$ cat config.mk
export PLATFORM = sky130hd
export DESIGN_NAME = system_0_sysid_wait_cnt
export DESIGN_NICKNAME = d
export VERILOG_FILES = /design/src/rtl/system_0_sysid_wait_cnt.sv
export SDC_FILE = /design/constraint.sdc
export NUM_CORES = 1
export LEC_CHECK = 0
export ABC_AREA = 1
export ABC_CLOCK_PERIOD_IN_PS = 1390
export BUFFER_PORTS_ARGS = -buffer_cell sky130_fd_sc_hd__clkbuf_2
export CORE_AREA = 2 2 39 41
export CTS_CLUSTER_SIZE = 20
export DETAILED_ROUTE_END_ITERATION = 7
export DIE_AREA = 0 0 41 43
export SLEW_MARGIN = 20
export SYNTH_ARGS = -nofsm -noshare
export SYNTH_HDL_FRONTEND = slang
export SYNTH_SLANG_ARGS = --single-unit
$ cat constraint.sdc
create_clock -name i_clock -period 1.39 [get_ports i_clock]
set_input_delay 0.3475 -clock i_clock [delete_from_list [all_inputs] [get_ports i_clock]]
set_output_delay 0.3475 -clock i_clock [all_outputs]
set_load 0.02 [all_outputs]
$ cat src/rtl/system_0_sysid_wait_cnt.sv
// -----------------------------------------------------------------------------
// system_0_sysid_wait_cnt
// Loadable down-counter used by the checker to time both the read strobe
// length and the idle gap between retry passes.
// Ports:
//   i_clock      in   system clock
//   i_reset_n    in   synchronous active-low reset (count -> 0)
//   i_load       in   load i_load_value this cycle (has priority over counting)
//   i_load_value in   W  value to load
//   o_done       out  count has reached zero (stays done until reloaded)
// -----------------------------------------------------------------------------
module system_0_sysid_wait_cnt #(
  parameter int unsigned W = 8
) (
  input  logic         i_clock,
  input  logic         i_reset_n,
  input  logic         i_load,
  input  logic [W-1:0] i_load_value,
  output logic         o_done
);

  logic [W-1:0] r_count;

  always_ff @(posedge i_clock) begin
    if (!i_reset_n) begin
      r_count <= '0;
    end else if (i_load) begin
      r_count <= i_load_value;
    end else if (r_count != '0) begin
      r_count <= r_count - W'(1);
    end
  end

  assign o_done = (r_count == '0);

endmodule

==> flow_metrics.env, run 1 <==
export IMPL_synth_simple_gate_area_share_pct=39.8
export IMPL_drive_gt1_share_pct=45.7
export IMPL_synth_flop_cell="dfxtp_1"
export IMPL_nets=106
export IMPL_clockBufferDepth=2
export IMPL_drcViolationCount=0
export IMPL_use_met2_pct=26.3
export IMPL_htree_levels=1
export IMPL_synthesis_nets=82
export IMPL_drt_pass1_iter_count=4
export IMPL_hold_start="i_load_value[7]"
export IMPL_fmax_ghz=0.697
export IMPL_via_per_inst=4.73
export IMPL_largest_reg_flops=8
export IMPL_path_max_fanout=2
export IMPL_timing_rr_end="r_count[2]"
export IMPL_end_kind="output pin"
export IMPL_top_register="r_count"
export IMPL_hold_class="in -> reg"
export IMPL_overflow=0
export IMPL_grt_util_met1_pct=18.5
export IMPL_row_count=14
export IMPL_place_area_um2=571
export IMPL_cts_made_buffers=3
export IMPL_grt_pass1_vias=476
export IMPL_yosys_warnings=0
export IMPL_crit_type="reg -> out"
export IMPL_die_area_um2=1760
export IMPL_gr_usage_all_layers_pct=16.5
export IMPL_regToRegSetupSlack_ns=0.12
export IMPL_areaGrowthSynthToFinish_pct=43.5
export IMPL_grt_pass1_wl_um=1880
export IMPL_clk_latency_ns=0.26
export IMPL_drv_slew=0
export IMPL_cp_required_ns=1.04
export IMPL_synth_area_per_cell_um2=6.83
export IMPL_min_to="r_count[7]"
export IMPL_core_region_area_um2=1380
export IMPL_num_vias=511
export IMPL_worstMarginPinSlew_ns=0.196
export IMPL_reg_top3="r_count x8"
export IMPL_whs_path_depth=3
export IMPL_fin_ws_ns=-0.0443
export IMPL_ys_seq_elements=8
export IMPL_irDropWorstVdd_mv=0.531
export IMPL_synthMuxAreaShare_pct=0
export IMPL_synth_compound_area_share_pct=12.0
export IMPL_regArea_um2=168
export IMPL_grt_util_met3_pct=3.14
export IMPL_start_kind="flip-flop"
export IMPL_synth_area_leader_cell="dfxtp_1"
export IMPL_ys_seq_area_share_pct=33.5
export IMPL_status="finished, violations left"
export IMPL_synth_xor_area_share_pct=5.50
export IMPL_clkSinkCount=8
export IMPL_r2r_start="r_count[0]"
export IMPL_fp_dieW_um=41
export IMPL_io_pins=12
export IMPL_top_usage_layer="met2"
export IMPL_synthAdderAreaFrac_pct=2.62
export IMPL_rsz0062_at_grt="true"
export IMPL_synthDistinctLibCells=20
export IMPL_clk_pin_slew_worst_paths_ns=0.06
export IMPL_setup_viol=1
export IMPL_post_dp_hpwl_um=793
export IMPL_die_h_um=43
export IMPL_skew_ns=0.00259
export IMPL_start_util_pct=34.5
export IMPL_portBuffers=11
export IMPL_fin_crit_ns=1.43
export IMPL_synthCells=70
export IMPL_startpoint="r_count[5]"
export IMPL_syn_area_um2=478
export IMPL_fillers=146
export IMPL_antenna_cells=0
export IMPL_period_share_pct=103
export IMPL_multi_input_area_um2=317
export IMPL_synth_top_family_by_area="simple AND/OR/NAND/NOR gates"
export IMPL_postCtsHoldBufs=0
export IMPL_routabilityCongestion=0.749
export IMPL_synth_top_area_share_pct=33.5
export IMPL_cap_violations=0
export IMPL_antenna_found_initial=0
export IMPL_hold_viol_final=0
export IMPL_routedWlPerCell_um=10.9
export IMPL_synth_async_reset_ratio_pct=0
export IMPL_r2r_cells=7
export IMPL_drt_iter0_drc=11
export IMPL_cts_tree="yes"
export IMPL_layout_common_cells="nand2_1, nor2_1, clkbuf_2"
export IMPL_synth_area_top_cells="dfxtp_1, nor2_1, nand2_1"
export IMPL_postLayoutCellArea_um2=686
export IMPL_grt_max_degree=10
export IMPL_drt_total_wl_um=1180
export IMPL_synth_edff_count=0
export IMPL_slew_headroom_pct=86.9
export IMPL_violations="negative setup slack"
export IMPL_final_antenna_net_count=0
export IMPL_clockRootBuffer="clkbuf_4"
export IMPL_cp_arrival_ns=1.09
export IMPL_power_density_nw_per_um2=1150
export IMPL_fin_util_pct=49.5
export IMPL_power_leakage_uw=0.000334
==> final cells by class <==
cell class,instances,area share (%)
clock buffer,3,3.28
sequential,8,24.5
multi-input combinational,54,46.2
inverter,7,3.83
timing repair buffer,20,19.3
tap,16,2.92
==> worst max-delay path: stages (launching register included) <==
cell and delay (ns):
dfxtp_2 0.32, nor2_2 0.14, nand2_2 0.11, nor2_8 0.14, buf_8 0.12
==> per-stage QoR <==
step / setup TNS (ns) / power (µW) / setup slack, ns / hold slack [ns] / instances
finish: -0.0443 / 792 / -0.0443 / 0.325 / 108
floorplan: 0 / 458 / 0.126 / 0.476 / 70
CTS: -0.0491 / 789 / -0.0491 / 0.312 / 107
global placement: 0 / 519 / 0.0550 / 0.496 / 99
detailed placement: 0 / 519 / 0.0462 / 0.498 / 99
global route: -0.0726 / 848 / -0.0726 / 0.325 / 108
==> cell usage after synthesis, types with 2 or more instances <==
cell	count
o21ai_0	2
a21oi_1	4
nor2_1	13
nor3_1	4
nand3_1	4
nand2_1	12
o21ai_1	4
xnor2_1	2
inv_1	5
nor2_2	2
dfxtp_1	8
inv_2	2
==> report_power, final <==
group | internal, µW | switching, µW
registers | 262 | 28.3
logic | 157 | 161
clock network | 99.2 | 84.9
==> metal layers <==
layer / part of all wire (%) / up-vias
li1: - / 274
met1: 43 / 221
met2: 51 / 14
met3: 5.8 / 2
met4: 0.34 / 0
met5: 0 / -
==> kinds of logic (layout without fill, tap and decap cells) <==
logic type               after synthesis  after routing
AND/OR/NAND/NOR                       39             39
AO/OA/AOI/OAI                         11             11
flip-flops                             8              8
buffers and inverters                  8             30
XOR/XNOR                               3              3
adder cells (fa/ha/maj)                1              1
==> worst max-delay path by stage <==
stage / endpoint / slack, ns / depth (start not counted)
2_1_floorplan: o_done / 0.13 / 4
3_3_place_gp: o_done / 0.05 / 5
3_5_place_dp: o_done / 0.05 / 5
4_1_cts: o_done / -0.05 / 4
5_1_grt: o_done / -0.07 / 5
6_report: o_done / -0.04 / 4
==> timing repair <==
action                                  4_1_cts  5_1_grt
endpoints found under the setup margin        1        1
gates resized for setup                      16        2
hold endpoints to repair                      0        0
pin swaps                                     7        1
buffers inserted                              5        1
(Power assumes the default switching activity.)
==> run 2: changes to the inputs <==
Settings changed: ABC_AREA 1 to unset.
==> flow_metrics.env, run 2 <==
export IMPL_drv_slew=0
export IMPL_antenna_found_initial=0
export IMPL_end_kind="output pin"
export IMPL_final_antenna_net_count=0
export IMPL_clockRootBuffer="clkbuf_4"
export IMPL_drt_iter0_drc=2
export IMPL_pre_cts_ws_ns=-0.0157
export IMPL_drt_pass1_iter_count=2
export IMPL_drt_total_wl_um=1150
export IMPL_layout_common_cells="buf_4, clkbuf_2, nand3_1"
export IMPL_fillers=144
export IMPL_start_util_pct=33.1
export IMPL_htree_levels=1
export IMPL_overflow=0
export IMPL_cts_made_buffers=3
export IMPL_synth_edff_count=0
export IMPL_die_area_um2=1760
export IMPL_path_max_fanout=3
export IMPL_cp_slowest_cell="dfxtp_2"
export IMPL_crit_type="reg -> out"
export IMPL_max_stage_delay_ns=0.34
export IMPL_multi_input_area_um2=308
export IMPL_hold_class="in -> reg"
export IMPL_regArea_um2=165
export IMPL_fmax_ghz=0.602
export IMPL_portBuffers=11
export IMPL_r2r_start="r_count[2]"
export IMPL_core_region_area_um2=1380
export IMPL_routedWlPerCell_um=12.6
export IMPL_irDropWorstVdd_mv=0.505
export IMPL_synth_area_per_cell_um2=8.98
export IMPL_synth_area_leader_cell="dfxtp_1"
export IMPL_post_dp_hpwl_um=792
export IMPL_path_buf_inv=1
export IMPL_power_leakage_uw=0.000296
export IMPL_grt_max_degree=12
export IMPL_largest_reg_flops=8
export IMPL_critPathTopFamily="simple AND/OR/NAND/NOR gates"
export IMPL_cp_required_ns=1.04
export IMPL_skew_ns=0.00832
export IMPL_yosys_warnings=0
export IMPL_areaGrowthSynthToFinish_pct=50.5
export IMPL_cap_violations=0
export IMPL_path_cells="nor4_4 -> and4bb_2 -> buf_8"
export IMPL_p_total_uw=788
export IMPL_postCtsHoldBufs=0
export IMPL_start_kind="flip-flop"
export IMPL_row_count=14
export IMPL_synthDistinctLibCells=24
export IMPL_die_h_um=43
export IMPL_cp_arrival_ns=1.31
export IMPL_setup_viol=5
export IMPL_regToRegSetupSlack_ns=-0.07
export IMPL_antenna_cells=0
export IMPL_reg_top3="r_count x8"
export IMPL_fp_dieW_um=41
export IMPL_gr_usage_all_layers_pct=15.2
export IMPL_hold_start="i_load_value[2]"
export IMPL_synth_flop_cell="dfxtp_1"
export IMPL_clk_pin_slew_worst_paths_ns=0.06
export IMPL_synth_async_reset_ratio_pct=0
export IMPL_synth_most_common_cell="dfxtp_1"
export IMPL_fin_ws_ns=-0.270
export IMPL_r2r_cells=6
export IMPL_layout_commonest_cell="buf_4"
export IMPL_synthCells=51
export IMPL_synthTopCellsByCount="dfxtp_1, nand3_1, nand2_1, o31ai_1"
export IMPL_drive_gt1_share_pct=54.7
export IMPL_worstMarginPinSlew_ns=0.322
export IMPL_hold_viol_final=0
export IMPL_violations="negative setup slack"
export IMPL_timing_rr_end="r_count[0]"
export IMPL_synthesis_nets=63
export IMPL_grt_pass1_wl_um=1700
export IMPL_syn_area_um2=458
export IMPL_via_per_inst=5.07
export IMPL_grt_pass1_vias=410
export IMPL_fin_hold_ws_ns=0.337
export IMPL_power_density_nw_per_um2=1140
export IMPL_drcViolationCount=0
export IMPL_ys_seq_elements=8
export IMPL_min_to="r_count[2]"
export IMPL_ys_seq_area_share_pct=35.0
export IMPL_rsz0062_at_grt="true"
export IMPL_status="finished, violations left"
export IMPL_period_share_pct=119
export IMPL_clk_latency_ns=0.26
export IMPL_routabilityCongestion=0.745
export IMPL_synth_top_area_share_pct=35.0
export IMPL_io_pins=12
export IMPL_top_register="r_count"
export IMPL_clkSinkCount=8
export IMPL_synth_area_top_cells="dfxtp_1, nand3_1, o31ai_1"
export IMPL_fin_crit_ns=1.66
export IMPL_nets=89
export IMPL_clockBufferDepth=2
export IMPL_cts_tree="yes"
export IMPL_slew_headroom_pct=78.4
export IMPL_num_vias=461
export IMPL_whs_path_depth=3
[run 2: tightest hold or removal path, stage by stage]
cell and delay (ns):
clkbuf_2 0.08, nand3_1 0.08, o31ai_2 0.06
[run 2: layout make-up]
class                   instances  area share, %
flip-flops and latches          8           24.0
well taps                      16           2.90
repair buffers                 23           23.6
clock buffers                   3           3.27
multi-input cells              38           44.6
inverters                       3           1.63
[run 2: through the flow]
step | cell area, µm² | utilization, % | setup TNS, ns | cells
final | 689 | 49.8 | -0.406 | 91
after global routing | 689 | 49.8 | -0.867 | 91
after CTS | 618 | 44.7 | -0.280 | 88
after detailed placement | 586 | 42.3 | -0.0157 | 85
after global placement | 586 | 42.3 | -0.0100 | 85
after floorplan | 458 | - | 0 | 51
[run 2: routing by layer]
layer / vias up / wire [µm] / part of all wire (%) / track usage [%]
met5: - / 0 / 0 / 0
li1: 237 / - / - / -
met1: 208 / 524 / 46 / 19.0
met3: 4 / 43 / 3.7 / 4.71
met2: 12 / 545 / 47 / 19.4
met4: 0 / 37 / 3.2 / 14.0
[run 2: how the worst max path moves through the flow]
stage / start / to / slack (ns) / cells past startpoint
after CTS: r_count[3] / o_done / -0.28 / 3
final: r_count[2] / o_done / -0.27 / 3
after global routing: r_count[2] / o_done / -0.34 / 3
after detailed placement: r_count[3] / o_done / -0.02 / 3
after global placement: r_count[3] / o_done / -0.01 / 3
after floorplan: r_count[3] / r_count[1] / 0.004 / 5
[run 2: what timing repair did]
item,4_1_cts,5_1_grt
setup buffers,0,3
gates cloned,0,0
pin swaps,1,5
endpoints found under the setup margin,1,7
resized for setup,3,15
[run 2: kinds of logic (layout without fill, tap and decap cells)]
kind of cell,after synthesis,count (layout),synth area share (%)
and+or+nand+nor,21,21,29.5
AOI/OAI and AO/OA,11,11,17.2
DFF,8,8,35.0
buffers and inverters,5,29,5.74
xor gates and xnor gates,4,4,7.65
adders and majority gates,1,1,2.73
muxes,1,1,2.19
[run 2: power breakdown]
group / switching, µW / total, µW / internal, µW
clock network: 83.4 / 182 / 99.1
logic: 141 / 318 / 177
registers: 26.6 / 287 / 261
==> run 3: changes to the inputs <==
==> constraint.sdc (replaced) <==
create_clock -name i_clock -period 1.39 [get_ports i_clock]
set_input_delay 0.2085 -clock i_clock [delete_from_list [all_inputs] [get_ports i_clock]]
set_output_delay 0.2085 -clock i_clock [all_outputs]
set_load 0.02 [all_outputs]
==> flow_metrics.env, run 3 (synthesis gave the netlist of run 2 again) <==
export IMPL_status="finished, violations left"
export IMPL_violations="negative setup slack"
export IMPL_timing_rr_end="r_count[0]"
export IMPL_portBuffers=11
export IMPL_path_max_fanout=4
export IMPL_whs_path_depth=3
export IMPL_die_h_um=43
export IMPL_drt_pass1_iter_count=4
export IMPL_power_leakage_uw=0.000284
export IMPL_overflow=0
export IMPL_fin_hold_ws_ns=0.195
export IMPL_top_register="r_count"
export IMPL_layout_commonest_cell="buf_4"
export IMPL_nets=88
export IMPL_cts_made_buffers=3
export IMPL_period_share_pct=111
export IMPL_postCtsHoldBufs=0
export IMPL_r2r_cells=6
export IMPL_hold_class="in -> reg"
export IMPL_r2r_start="r_count[2]"
export IMPL_grt_pass1_wl_um=1720
export IMPL_drt_total_wl_um=1050
export IMPL_start_kind="flip-flop"
export IMPL_cts_tree="yes"
export IMPL_setup_viol=7
export IMPL_routabilityCongestion=0.719
export IMPL_die_area_um2=1760
export IMPL_clockRootBuffer="clkbuf_4"
export IMPL_routedWlPerCell_um=11.6
export IMPL_max_stage_delay_ns=0.36
export IMPL_areaGrowthSynthToFinish_pct=46.4
export IMPL_antenna_found_initial=0
export IMPL_core_region_area_um2=1380
export IMPL_drv_slew=0
export IMPL_grt_max_degree=12
export IMPL_fin_ws_ns=-0.157
export IMPL_pre_cts_ws_ns=0.0230
export IMPL_drt_iter0_drc=4
export IMPL_hold_viol_final=0
export IMPL_antenna_cells=0
export IMPL_hold_start="i_load_value[2]"
export IMPL_row_count=14
export IMPL_path_cells="nor4_4 -> and4bb_2 -> buf_8"
export IMPL_grt_pass1_vias=422
export IMPL_end_kind="output pin"
export IMPL_layout_common_cells="buf_4, clkbuf_2, nand3_1"
export IMPL_cp_arrival_ns=1.34
export IMPL_path_buf_inv=1
export IMPL_reg_top3="r_count x8"
export IMPL_fin_crit_ns=1.55
export IMPL_worstMarginPinSlew_ns=0.324
export IMPL_io_pins=12
export IMPL_rsz0062_at_grt="true"
export IMPL_clk_pin_slew_worst_paths_ns=0.05
export IMPL_largest_reg_flops=8
export IMPL_gr_usage_all_layers_pct=14.0
export IMPL_drcViolationCount=0
export IMPL_clk_latency_ns=0.25
export IMPL_crit_type="reg -> out"
export IMPL_fp_dieW_um=41
export IMPL_power_density_nw_per_um2=1140
export IMPL_fillers=145
export IMPL_fmax_ghz=0.647
export IMPL_irDropWorstVdd_mv=0.464
export IMPL_final_antenna_net_count=0
export IMPL_drive_gt1_share_pct=50.0
export IMPL_min_to="r_count[2]"
export IMPL_htree_levels=1
export IMPL_start_util_pct=33.1
export IMPL_skew_ns=0.00298
export IMPL_cp_slowest_cell="dfxtp_4"
export IMPL_cp_required_ns=1.18
export IMPL_regToRegSetupSlack_ns=-0.10
export IMPL_post_dp_hpwl_um=767
export IMPL_slew_headroom_pct=78.2
export IMPL_via_per_inst=4.93
export IMPL_critPathTopFamily="simple AND/OR/NAND/NOR gates"
export IMPL_num_vias=444
export IMPL_clkSinkCount=8
export IMPL_cap_violations=0
export IMPL_clockBufferDepth=2
[run 3: area by class of cell]
cell class,instances,area (µm²),share of cell area [%]
flip-flops and latches,8,168,25.0
well taps,16,20.0,2.99
multi-input cells,38,302,45.0
repair buffers,22,148,22.0
inverters,3,11.3,1.68
clock buffers,3,22.5,3.36
[run 3: how the worst max path moves through the flow]
| stage | start | end | slack, ns | depth (start not counted) |
|---|---|---|---|---|
| 2_1_floorplan | r_count[3] | r_count[1] | 0.004 | 5 |
| 3_3_place_gp | r_count[1] | r_count[3] | 0.04 | 5 |
| 3_5_place_dp | r_count[3] | r_count[0] | 0.02 | 5 |
| 4_1_cts | r_count[4] | o_done | -0.12 | 3 |
| 5_1_grt | r_count[2] | o_done | -0.20 | 3 |
| 6_report | r_count[2] | o_done | -0.16 | 3 |
[run 3: report_power, final]
group	total [µW]	switching, µW	internal, µW
Sequential	290	29.4	261
Clock	176	77.5	98.7
Combinational	296	133	162
[run 3: per-layer routing]
layer / up-vias / GRT usage, % / wire (µm)
met5: - / 0 / 0
met4: 0 / 6.00 / 0
met3: 0 / 3.14 / 48
met2: 11 / 20.3 / 488
met1: 198 / 19.2 / 510
li1: 235 / - / -
[run 3: repair_timing]
| action | in CTS | in global routing |
|---|---|---|
| setup endpoints to repair | 1 | 7 |
| resized for setup | 9 | 6 |
| pin swaps | 3 | 3 |
| setup buffers | 2 | 2 |
| cloned | 0 | 0 |
[run 3: worst min-delay path, stage by stage]
cell	delay (ns)
clkbuf_2	0.08
nand3_1	0.06
o31ai_1	0.06
[run 3: stage by stage]
step	total power, µW	util (%)	instance area [µm²]	std cells	setup TNS (ns)
final	762	48.5	671	90	-0.529
after global routing	817	48.5	671	90	-0.922
after CTS	729	45.4	628	88	-0.217
after detailed placement	522	41.2	571	83	0
after global placement	518	41.2	571	83	0
after floorplan	444	-	458	51	0
